===== src/rtl/gf256_inverse_seq_pkg.sv =====
// Shared definitions for the sequential GF(2^8) inverter: FSM encoding and
// field constants for the AES polynomial x^8+x^4+x^3+x+1.
package gf256_inverse_seq_pkg;

  typedef enum logic [1:0] {
    IDLE   = 2'd0,
    SQUARE = 2'd1,
    MULT   = 2'd2,
    DONE   = 2'd3
  } state_t;

  // Low byte of the field polynomial; the x^8 term is implied by the reduction.
  localparam logic [7:0] RED_POLY = 8'h1B;
  localparam logic [2:0] ROUNDS   = 3'd7;
  localparam logic [7:0] ACC_INIT = 8'h01;

endpackage : gf256_inverse_seq_pkg


===== src/rtl/gf256_inverse_seq_gf_mul.sv =====
// Combinational GF(2^8) multiplier: carry-less 8x8 product followed by
// reduction of the upper seven bits with the field polynomial.
module gf256_inverse_seq_gf_mul
  import gf256_inverse_seq_pkg::*;
(
  input  logic [7:0] a,
  input  logic [7:0] b,
  output logic [7:0] p
);

  logic [14:0] partial [8];
  logic [14:0] product;
  logic [14:0] reduced;

  genvar gi;
  generate
    for (gi = 0; gi < 8; gi++) begin : g_partial
      assign partial[gi] = b[gi] ? ({7'b0, a} << gi) : 15'h0000;
    end
  endgenerate

  always_comb begin
    product = 15'h0000;
    for (int i = 0; i < 8; i++) begin
      product = product ^ partial[i];
    end
  end

  // Fold bits 14..8 down from the top so each fold can set lower high bits
  // that are folded in a later iteration.
  always_comb begin
    reduced = product;
    for (int k = 14; k >= 8; k--) begin
      if (reduced[k]) begin
        reduced[k]          = 1'b0;
        reduced[k-8 +: 8]   = reduced[k-8 +: 8] ^ RED_POLY;
      end
    end
  end

  assign p = reduced[7:0];

endmodule : gf256_inverse_seq_gf_mul


===== src/rtl/gf256_inverse_seq.sv =====
// Sequential GF(2^8) inverter computing a^254 by square-and-multiply over
// seven rounds, sharing one multiplier between the square and multiply steps.
module gf256_inverse_seq
  import gf256_inverse_seq_pkg::*;
(
  input  logic       clk,
  input  logic       rst_n,
  input  logic       in_valid,
  output logic       in_ready,
  input  logic [7:0] in_data,
  output logic       out_valid,
  input  logic       out_ready,
  output logic [7:0] out_data
);

  state_t     state_reg, state_next;
  logic [7:0] sq_reg, sq_next;
  logic [7:0] acc_reg, acc_next;
  logic [2:0] round_reg, round_next;

  logic [7:0] mul_a;
  logic [7:0] mul_p;

  // SQUARE uses (sq, sq); MULT uses (acc, sq).
  assign mul_a = (state_reg == MULT) ? acc_reg : sq_reg;

  gf256_inverse_seq_gf_mul u_gf_mul (
    .a (mul_a),
    .b (sq_reg),
    .p (mul_p)
  );

  always_ff @(posedge clk or negedge rst_n) begin
    if (!rst_n) begin
      state_reg <= IDLE;
      sq_reg    <= 8'h00;
      acc_reg   <= 8'h00;
      round_reg <= 3'd0;
    end else begin
      state_reg <= state_next;
      sq_reg    <= sq_next;
      acc_reg   <= acc_next;
      round_reg <= round_next;
    end
  end

  always_comb begin
    state_next = state_reg;
    sq_next    = sq_reg;
    acc_next   = acc_reg;
    round_next = round_reg;
    in_ready   = 1'b0;
    out_valid  = 1'b0;
    out_data   = 8'h00;

    case (state_reg)
      IDLE: begin
        // Gated by rst_n so the port reads 0 while reset is held.
        in_ready = rst_n;
        if (in_valid) begin
          state_next = SQUARE;
          sq_next    = in_data;
          acc_next   = ACC_INIT;
          round_next = 3'd1;
        end
      end
      SQUARE: begin
        sq_next    = mul_p;
        state_next = MULT;
      end
      MULT: begin
        acc_next = mul_p;
        if (round_reg == ROUNDS) begin
          state_next = DONE;
        end else begin
          round_next = round_reg + 3'd1;
          state_next = SQUARE;
        end
      end
      DONE: begin
        out_valid = 1'b1;
        out_data  = acc_reg;
        if (out_ready) begin
          state_next = IDLE;
        end
      end
      default: begin
        state_next = IDLE;
      end
    endcase
  end

endmodule : gf256_inverse_seq


===== config.mk =====
export PLATFORM = sky130hd
export DESIGN_NAME = gf256_inverse_seq
export DESIGN_NICKNAME = d
export VERILOG_FILES = /design/src/rtl/gf256_inverse_seq_pkg.sv /design/src/rtl/gf256_inverse_seq_gf_mul.sv /design/src/rtl/gf256_inverse_seq.sv
export SDC_FILE = /design/constraint.sdc
export NUM_CORES = 1
export LEC_CHECK = 0
export ABC_AREA = 1
export BUFFER_PORTS_ARGS = -buffer_cell sky130_fd_sc_hd__buf_2
export CAP_MARGIN = 20
export CELL_PAD_IN_SITES_DETAIL_PLACEMENT = 1
export CELL_PAD_IN_SITES_GLOBAL_PLACEMENT = 2
export CORE_MARGIN = 2
export CORE_UTILIZATION = 31
export DETAILED_ROUTE_END_ITERATION = 7
export GPL_TIMING_DRIVEN = 0
export HOLD_SLACK_MARGIN = 0.15
export PLACE_DENSITY = 0.91
export SYNTH_ARGS = -nofsm -noshare
export SYNTH_HDL_FRONTEND = slang
export SYNTH_SLANG_ARGS = --single-unit

===== constraint.sdc =====
create_clock -name clk -period 2.32 [get_ports clk]
set_input_delay 0.232 -clock clk [delete_from_list [all_inputs] [get_ports clk]]
set_output_delay 0.232 -clock clk [all_outputs]
set_load 0.02 [all_outputs]

==> flow_summary.toml, run 1 <==
[global_routing]
aggregate_global_routing_overflow = 0
first_pass_grt_wire_length_mm = 15.0
antenna_violations_before_repair = 0
grt_pass1_vias = 3109
grtUsageTotal_pct = 21.1
grt_max_degree = 23

[worst_setup_path]
cp-startpoint = "state_reg[1]"
timing.critical_path.cells = "buf_12 > nand3_4 > nand2_4 > nor2_1 > o21ai_0 > nand2_1 > inv_1 > nand2_1 > nand2_1 > nand2_1 > nand2_1 > nand2_2 > nand2_4 > buf_4 > nand3_2 > nand3_2 > nand2_1 > nand2_1"
r2r-end = "sq_reg[4]"
critical-path-slowest-cell = "sky130_fd_sc_hd__dfrtp_2"
kind_of_start_point_of_the_critical_path = "flip-flop"
timing.critical_path.to = "sq_reg[4]"
critical_path_depth = 18
worstPathMaxFanout = 10
worst_r2r_path_depth = 18
setup.worst_path.class = "reg2reg"
required_ns = 2.48
peak_per_stage_delay_on_the_critical_path_ns = 0.50
endpoint_kind = "flip-flop"
path_delay_family = "simple AND/OR/NAND/NOR gates"
timing.critical_path.arrival_ns = 2.52
critical_path.most_common_cell = "sky130_fd_sc_hd__nand2_1"
buffers_and_inverters_on_the_worst_path = 3
critical_path.reg2reg.startpoint = "state_reg[1]"
regToRegSetupSlack_ns = -0.04

[run_status]
violations = "setup timing"
status = "complete, but fails checks"

[cts]
root_buffer = "sky130_fd_sc_hd__clkbuf_8"
number_of_buffers_created_by_cts = 3
clock_sinks = 21
clkSlewWorstSetupHoldPaths_ns = 0.08
htree_num_levels = 1
worstSkewPairLatency_ns = 0.27
tritoncts_clock_tree = "built"
ctsLongestPathBuffers = 2

[yosys]
synthesized_net_count = 489
synth_area_leader_cell = "sky130_fd_sc_hd__nand2_1"
ys_async_sr_fraction_pct = 100
syn_inst = 475
synthesized_area_um2 = 2650
synth_area_leaders = "sky130_fd_sc_hd__nand2_1 27%, sky130_fd_sc_hd__dfrtp_1 20%, sky130_fd_sc_hd__nand3_1 9.1%"
register_bit_total_from_synthesis = 21
yosysSeqAreaShare_pct = 19.8
synth_enable_flop_cells = 0
yosysWarnings = 0
yosysTopAreaCellShare_pct = 27.3
synth_cell_type_count = 30
synth_area_per_cell_um2 = 5.58
dominantRegCellSynth = "sky130_fd_sc_hd__dfrtp_1"

[floorplan]
floorplan.io_pins = 22
floorplan.die_area_um2 = 9310
chipWidth_um = 96.5
core_area_um2 = 8260
core.rowCount = 33
floorplan.die.height_um = 96.5
initial_core_util_pct = 32.1

[place]
post_detail_place_hpwl_mm = 7.31
routabilityCongestion = 0.896
port_buffers = 21

[finish]
syn_to_final_growth_pct = 36.3
post_route_cells_drive_above_1_share_pct = 31.7
antennaDiodeCount = 0
final_core_util_pct = 43.8
num-nets-final = 530
filler_cell_count = 1120

[sta]
grt_setup_unrepaired = "true"
period_utilization_pct = 102
final_period_minus_worst_setup_slack_ns = 2.36
setup_total_negative_slack_ns = -0.0717
timing.max_slew.rel_slack_pct = 58.3
drv_slew = 0
finalSetupViolations = 4
worst_clock_skew_ns = 0.00254
postLayoutSetupSlackWorst_ns = -0.0383
fmaxAchievable_ghz = 0.424
worst_slew_pin_slew_ns = 0.625
hold_viol = 0

[routing]
drtIter0Drc = 98
drcViolationCount = 0
route.detailed.vias_per_inst = 5.09
num_vias = 3153
wirelength_mm = 9.87
ant_nets = 0
drt-pass1-iter-count = 4
post_drt_wl_per_cell_um = 15.9

[flow_run]
cap_violations = 0

[hold_path]
hold_class = "in2reg"
synthesized netlist by cell type (2+ instances only):
| cell | number |
|---|---|
| sky130_fd_sc_hd__nor2_1 | 57 |
| sky130_fd_sc_hd__nand2_1 | 193 |
| sky130_fd_sc_hd__xor2_1 | 18 |
| sky130_fd_sc_hd__xnor2_1 | 14 |
| sky130_fd_sc_hd__clkbuf_1 | 3 |
| sky130_fd_sc_hd__o21ai_0 | 8 |
| sky130_fd_sc_hd__nand3_2 | 6 |
| sky130_fd_sc_hd__xnor2_2 | 2 |
| sky130_fd_sc_hd__o22ai_1 | 2 |
| sky130_fd_sc_hd__a31oi_1 | 2 |
| sky130_fd_sc_hd__ha_1 | 2 |
| sky130_fd_sc_hd__nand2_2 | 9 |
| sky130_fd_sc_hd__or2_2 | 2 |
| sky130_fd_sc_hd__nand3_1 | 48 |
| sky130_fd_sc_hd__inv_1 | 60 |
| sky130_fd_sc_hd__nor2_2 | 5 |
| sky130_fd_sc_hd__o21ai_1 | 5 |
| sky130_fd_sc_hd__dfrtp_1 | 21 |
| sky130_fd_sc_hd__inv_2 | 6 |
| sky130_fd_sc_hd__nand3b_1 | 2 |
worst min-delay path by stage:
stage              start            to  slack, ns  cells past startpoint
6_report       out_ready  state_reg[0]       0.21                      3
5_1_grt        out_ready  state_reg[0]       0.23                      3
4_1_cts        out_ready  state_reg[0]       0.21                      3
3_5_place_dp       rst_n     sq_reg[2]       0.23                      1
3_3_place_gp       rst_n     sq_reg[2]       0.22                      1
2_1_floorplan      rst_n    acc_reg[0]      -0.06                      0
what timing repair did:
| item | 4_1_cts | 5_1_grt |
|---|---|---|
| buffers inserted | 9 | 4 |
| setup endpoints to repair | 14 | 16 |
| cloned | 1 | 0 |
| endpoints found under the hold margin | 21 | 0 |
| pin swaps | 9 | 33 |
| resized for setup | 43 | 97 |
| hold buffers | 1 | 0 |
worst reg2reg max path, stage by stage, from the launching register on:
cell and delay (ns):
sky130_fd_sc_hd__dfrtp_2 0.50, sky130_fd_sc_hd__buf_12 0.18, sky130_fd_sc_hd__nand3_4 0.12, sky130_fd_sc_hd__nand2_4 0.10, sky130_fd_sc_hd__nor2_1 0.13, sky130_fd_sc_hd__o21ai_0 0.10, sky130_fd_sc_hd__nand2_1 0.11, sky130_fd_sc_hd__inv_1 0.05
sky130_fd_sc_hd__nand2_1 0.07, sky130_fd_sc_hd__nand2_1 0.06, sky130_fd_sc_hd__nand2_1 0.10, sky130_fd_sc_hd__nand2_1 0.08, sky130_fd_sc_hd__nand2_2 0.11, sky130_fd_sc_hd__nand2_4 0.08, sky130_fd_sc_hd__buf_4 0.14, sky130_fd_sc_hd__nand3_2 0.08
sky130_fd_sc_hd__nand3_2 0.08, sky130_fd_sc_hd__nand2_1 0.10, sky130_fd_sc_hd__nand2_1 0.05
per-layer routing:
layer  routed length (um)  GRT usage [%]  vias up  part of all wire [%]
met1                 4110           26.2     1545                    42
met3                  250           2.02       24                   2.5
li1                     -              -     1530                     -
met2                 5170           38.4       54                    52
met5                    0              0        -                     0
met4                  334           6.69        0                   3.4
placed cells by master (no fill, tap or decap), types with 6 or more instances in the layout:
| cell type | n |
|---|---|
| sky130_fd_sc_hd__buf_2 | 21 |
| sky130_fd_sc_hd__nor2_2 | 8 |
| sky130_fd_sc_hd__o21ai_1 | 6 |
| sky130_fd_sc_hd__o21ai_0 | 7 |
| sky130_fd_sc_hd__nor2_1 | 49 |
| sky130_fd_sc_hd__nor2_4 | 6 |
| sky130_fd_sc_hd__nand3_1 | 33 |
| sky130_fd_sc_hd__inv_1 | 51 |
| sky130_fd_sc_hd__nand3_4 | 10 |
| sky130_fd_sc_hd__nand2_1 | 150 |
| sky130_fd_sc_hd__dfrtp_1 | 15 |
| sky130_fd_sc_hd__nand3_2 | 11 |
| sky130_fd_sc_hd__buf_4 | 12 |
| sky130_fd_sc_hd__xnor2_1 | 12 |
| sky130_fd_sc_hd__nand2_2 | 31 |
| sky130_fd_sc_hd__inv_2 | 11 |
| sky130_fd_sc_hd__nand2_4 | 19 |
| sky130_fd_sc_hd__dfrtp_2 | 6 |
| sky130_fd_sc_hd__xor2_1 | 14 |
through the flow:
step / area [um2] / cells / setup slack (ns) / hold slack, ns
2_1_floorplan: 2650 / 475 / 0.345 / -0.0636
5_1_grt: 3610 / 620 / -0.179 / 0.225
3_3_place_gp: 2890 / 601 / -0.113 / 0.221
3_5_place_dp: 2890 / 601 / -0.230 / 0.233
6_report: 3610 / 620 / -0.0383 / 0.208
4_1_cts: 3210 / 616 / -0.00252 / 0.208
cell families after synthesis:
group	Yosys count	synth area share, %
AND/OR/NAND/NOR	325	52.0
buffers and inverters	72	10.7
XOR/XNOR	35	12.4
flip-flops	21	19.8
AO/OA/AOI/OAI	20	4.20
adder cells (fa/ha/maj)	2	0.943
area by class of cell:
class                      instances  area [um2]  share of cell area [%]
buffer                             6        58.8                    1.63
clock buffer                       3        41.3                    1.14
clock inverter                     1        5.00                   0.138
inverter                          66         260                    7.20
multi-input combinational        382        2340                    64.7
sequential                        21         533                    14.7
tap                              105         131                    3.63
timing repair buffer              36         248                    6.85
Power of run 1 is not shown: default switching activity piles up to over one toggle a cycle in this logic, so the estimate is an artifact.
==> run 2, diff against run 1 <==
- ABC_AREA: 1 -> 0
- CORE_UTILIZATION: 31 -> 36
- PLACE_DENSITY: 0.91 -> 0.92
==> run 2 against run 1 <==
Fmax down 4.6%. Die area down 23%. Cell area down 17%. Worst hold slack worse by 0.044 ns. Clock skew up 0.0037 ns. The flow still finishes with violations (setup timing). Non-clock buffer count up 31.
==> flow_summary.toml, run 2 <==
[run_status]
status = "complete, but fails checks"
violations = "setup timing"

[flow_run]
cap_violations = 0

[sta]
postLayoutSetupSlackWorst_ns = -0.151
worst_slew_pin_slew_ns = 0.542
drv_slew = 0
worst_clock_skew_ns = 0.00628
timing.max_slew.rel_slack_pct = 63.9
grt_setup_unrepaired = "true"
fmaxAchievable_ghz = 0.405
setup_total_negative_slack_ns = -0.968
finalSetupViolations = 11
final_period_minus_worst_setup_slack_ns = 2.47
hold_viol = 0
period_utilization_pct = 107

[worst_setup_path]
endpoint_kind = "flip-flop"
path_delay_family = "XOR/XNOR gates"
critical-path-slowest-cell = "sky130_fd_sc_hd__xnor3_1"
setup.worst_path.class = "reg2reg"
kind_of_start_point_of_the_critical_path = "flip-flop"
buffers_and_inverters_on_the_worst_path = 1
timing.critical_path.cells = "buf_6 > nand2b_4 > nand2_1 > a21oi_2 > xnor2_1 > xnor2_2 > xnor2_2 > xnor3_1 > o221ai_2"
required_ns = 2.49
worstPathMaxFanout = 7
peak_per_stage_delay_on_the_critical_path_ns = 0.44
timing.critical_path.arrival_ns = 2.64
critical_path.most_common_cell = "sky130_fd_sc_hd__xnor2_2"

[yosys]
yosysTopAreaCellShare_pct = 22.3
synth_cell_type_count = 51
synthesized_net_count = 314
register_bit_total_from_synthesis = 21
yosysWarnings = 0
synthesized_area_um2 = 2360
synth_area_leader_cell = "sky130_fd_sc_hd__dfrtp_1"
synth_area_per_cell_um2 = 7.86
yosysSeqAreaShare_pct = 22.3
syn_inst = 300
synth_area_leaders = "sky130_fd_sc_hd__dfrtp_1 22%, sky130_fd_sc_hd__nand2_1 11%, sky130_fd_sc_hd__xnor2_1 8.9%"
ys_top_cells_by_count = "66 x sky130_fd_sc_hd__nand2_1, 24 x sky130_fd_sc_hd__xnor2_1, 23 x sky130_fd_sc_hd__a21oi_1"
dominantRegCellSynth = "sky130_fd_sc_hd__dfrtp_1"
synth_enable_flop_cells = 0
synthMostInstantiatedCell = "sky130_fd_sc_hd__nand2_1"
ys_async_sr_fraction_pct = 100

[routing]
drt-pass1-iter-count = 4
drcViolationCount = 0
ant_nets = 0
drtIter0Drc = 125
post_drt_wl_per_cell_um = 20.3
num_vias = 2415
wirelength_mm = 8.62
route.detailed.vias_per_inst = 5.68

[cts]
htree_num_levels = 1
clkSlewWorstSetupHoldPaths_ns = 0.08
worstSkewPairLatency_ns = 0.27
number_of_buffers_created_by_cts = 3
root_buffer = "sky130_fd_sc_hd__clkbuf_8"
ctsLongestPathBuffers = 2
tritoncts_clock_tree = "built"
clock_sinks = 21

[global_routing]
grt_pass1_vias = 2481
first_pass_grt_wire_length_mm = 13.4
grt_max_degree = 23
grtUsageTotal_pct = 23.6
aggregate_global_routing_overflow = 0
antenna_violations_before_repair = 0

[finish]
regArea_um2 = 531
fin_area_um2 = 2990
filler_cell_count = 766
layout.cells.most_common = "sky130_fd_sc_hd__nand2_1"
antennaDiodeCount = 0
final_core_util_pct = 47.1
commonest_non_fill_non_tap_cells_in_the_layout = "66 x sky130_fd_sc_hd__nand2_1, 24 x sky130_fd_sc_hd__buf_4, 24 x sky130_fd_sc_hd__buf_2"
post_route_cells_drive_above_1_share_pct = 30.7
num-nets-final = 363
syn_to_final_growth_pct = 27.0
multi_input_gate_area_in_the_final_layout_um2 = 1820

[floorplan]
core_area_um2 = 6350
floorplan.die.height_um = 84.9
initial_core_util_pct = 37.1
chipWidth_um = 84.9
floorplan.die_area_um2 = 7210
floorplan.io_pins = 22
core.rowCount = 29

[place]
port_buffers = 21
routabilityCongestion = 0.912
post_detail_place_hpwl_mm = 5.66
dpl-instance-area_um2 = 2570

[hold_path]
hold_class = "in2reg"
[run 2: path summary, 6_finish.rpt]
kind | depth (start not counted) | startpoint | endpoint | slack (ns)
worst max register to register | 9 | state_reg[0] | sq_reg[4] | -0.15
max in group asynchronous | 2 | rst_n | sq_reg[6] | 1.46
min in group asynchronous | 2 | rst_n | sq_reg[0] | 0.47
worst min register to register | 2 | round_reg[1] | round_reg[1] | 0.53
worst min-delay path | 2 | out_ready | state_reg[1] | 0.16
worst max-delay path | 9 | state_reg[0] | sq_reg[4] | -0.15
[run 2: cell type report]
cell class,count,share of cell area (%)
Buffer,28,6.23
Tap cell,77,3.22
Multi-Input combinational cell,244,60.7
Sequential cell,21,17.7
Timing Repair Buffer,45,9.74
Clock buffer,4,1.51
Inverter,6,0.836
[run 2: cells by family (layout without fill, tap and decap cells)]
group                      count (synthesis)  after routing  synth area share, %
and+or+nand+nor                          103            103                 20.0
AOI/OAI and AO/OA                         80             80                 21.9
xor gates and xnor gates                  52             52                 24.8
buffers and inverters                     35             83                 6.69
DFF                                       21             21                 22.3
muxes                                      7              7                 3.29
adders and majority gates                  2              2                 1.06
[run 2: worst reg2reg max path: stages, from the launching register on]
cell and delay (ns):
sky130_fd_sc_hd__dfrtp_1 0.42, sky130_fd_sc_hd__buf_6 0.14, sky130_fd_sc_hd__nand2b_4 0.18, sky130_fd_sc_hd__nand2_1 0.20
sky130_fd_sc_hd__a21oi_2 0.09, sky130_fd_sc_hd__xnor2_1 0.26, sky130_fd_sc_hd__xnor2_2 0.14, sky130_fd_sc_hd__xnor2_2 0.30
sky130_fd_sc_hd__xnor3_1 0.44, sky130_fd_sc_hd__o221ai_2 0.21
[run 2: repair_timing]
item                       4_1_cts  5_1_grt
hold endpoints to repair        21        0
pin swaps                       16       11
cloned                           0        0
hold buffers                     1        0
gates resized for setup         36       22
setup buffers                   22        1
setup endpoints to repair       16       18
[run 2: routing by layer]
| metal | vias up | part of all wire, % | routed length (um) | track usage (%) |
|---|---|---|---|---|
| met5 | - | 0 | 0 | 0 |
| met4 | 0 | 1.9 | 164 | 4.04 |
| met3 | 15 | 4.0 | 347 | 2.33 |
| met2 | 60 | 49 | 4250 | 40.5 |
| met1 | 1214 | 45 | 3860 | 32.7 |
| li1 | 1126 | - | - | - |
[run 2: per-stage QoR]
| step | setup slack [ns] | hold WS (ns) | std cells |
|---|---|---|---|
| 3_3_place_gp | -0.410 | 0.223 | 398 |
| 3_5_place_dp | -0.429 | 0.226 | 398 |
| 6_report | -0.151 | 0.164 | 425 |
| 5_1_grt | -0.254 | 0.169 | 425 |
| 4_1_cts | -0.0469 | 0.165 | 424 |
| 2_1_floorplan | 0.00949 | -0.0636 | 300 |
Power of run 2 is left out for the same reason.
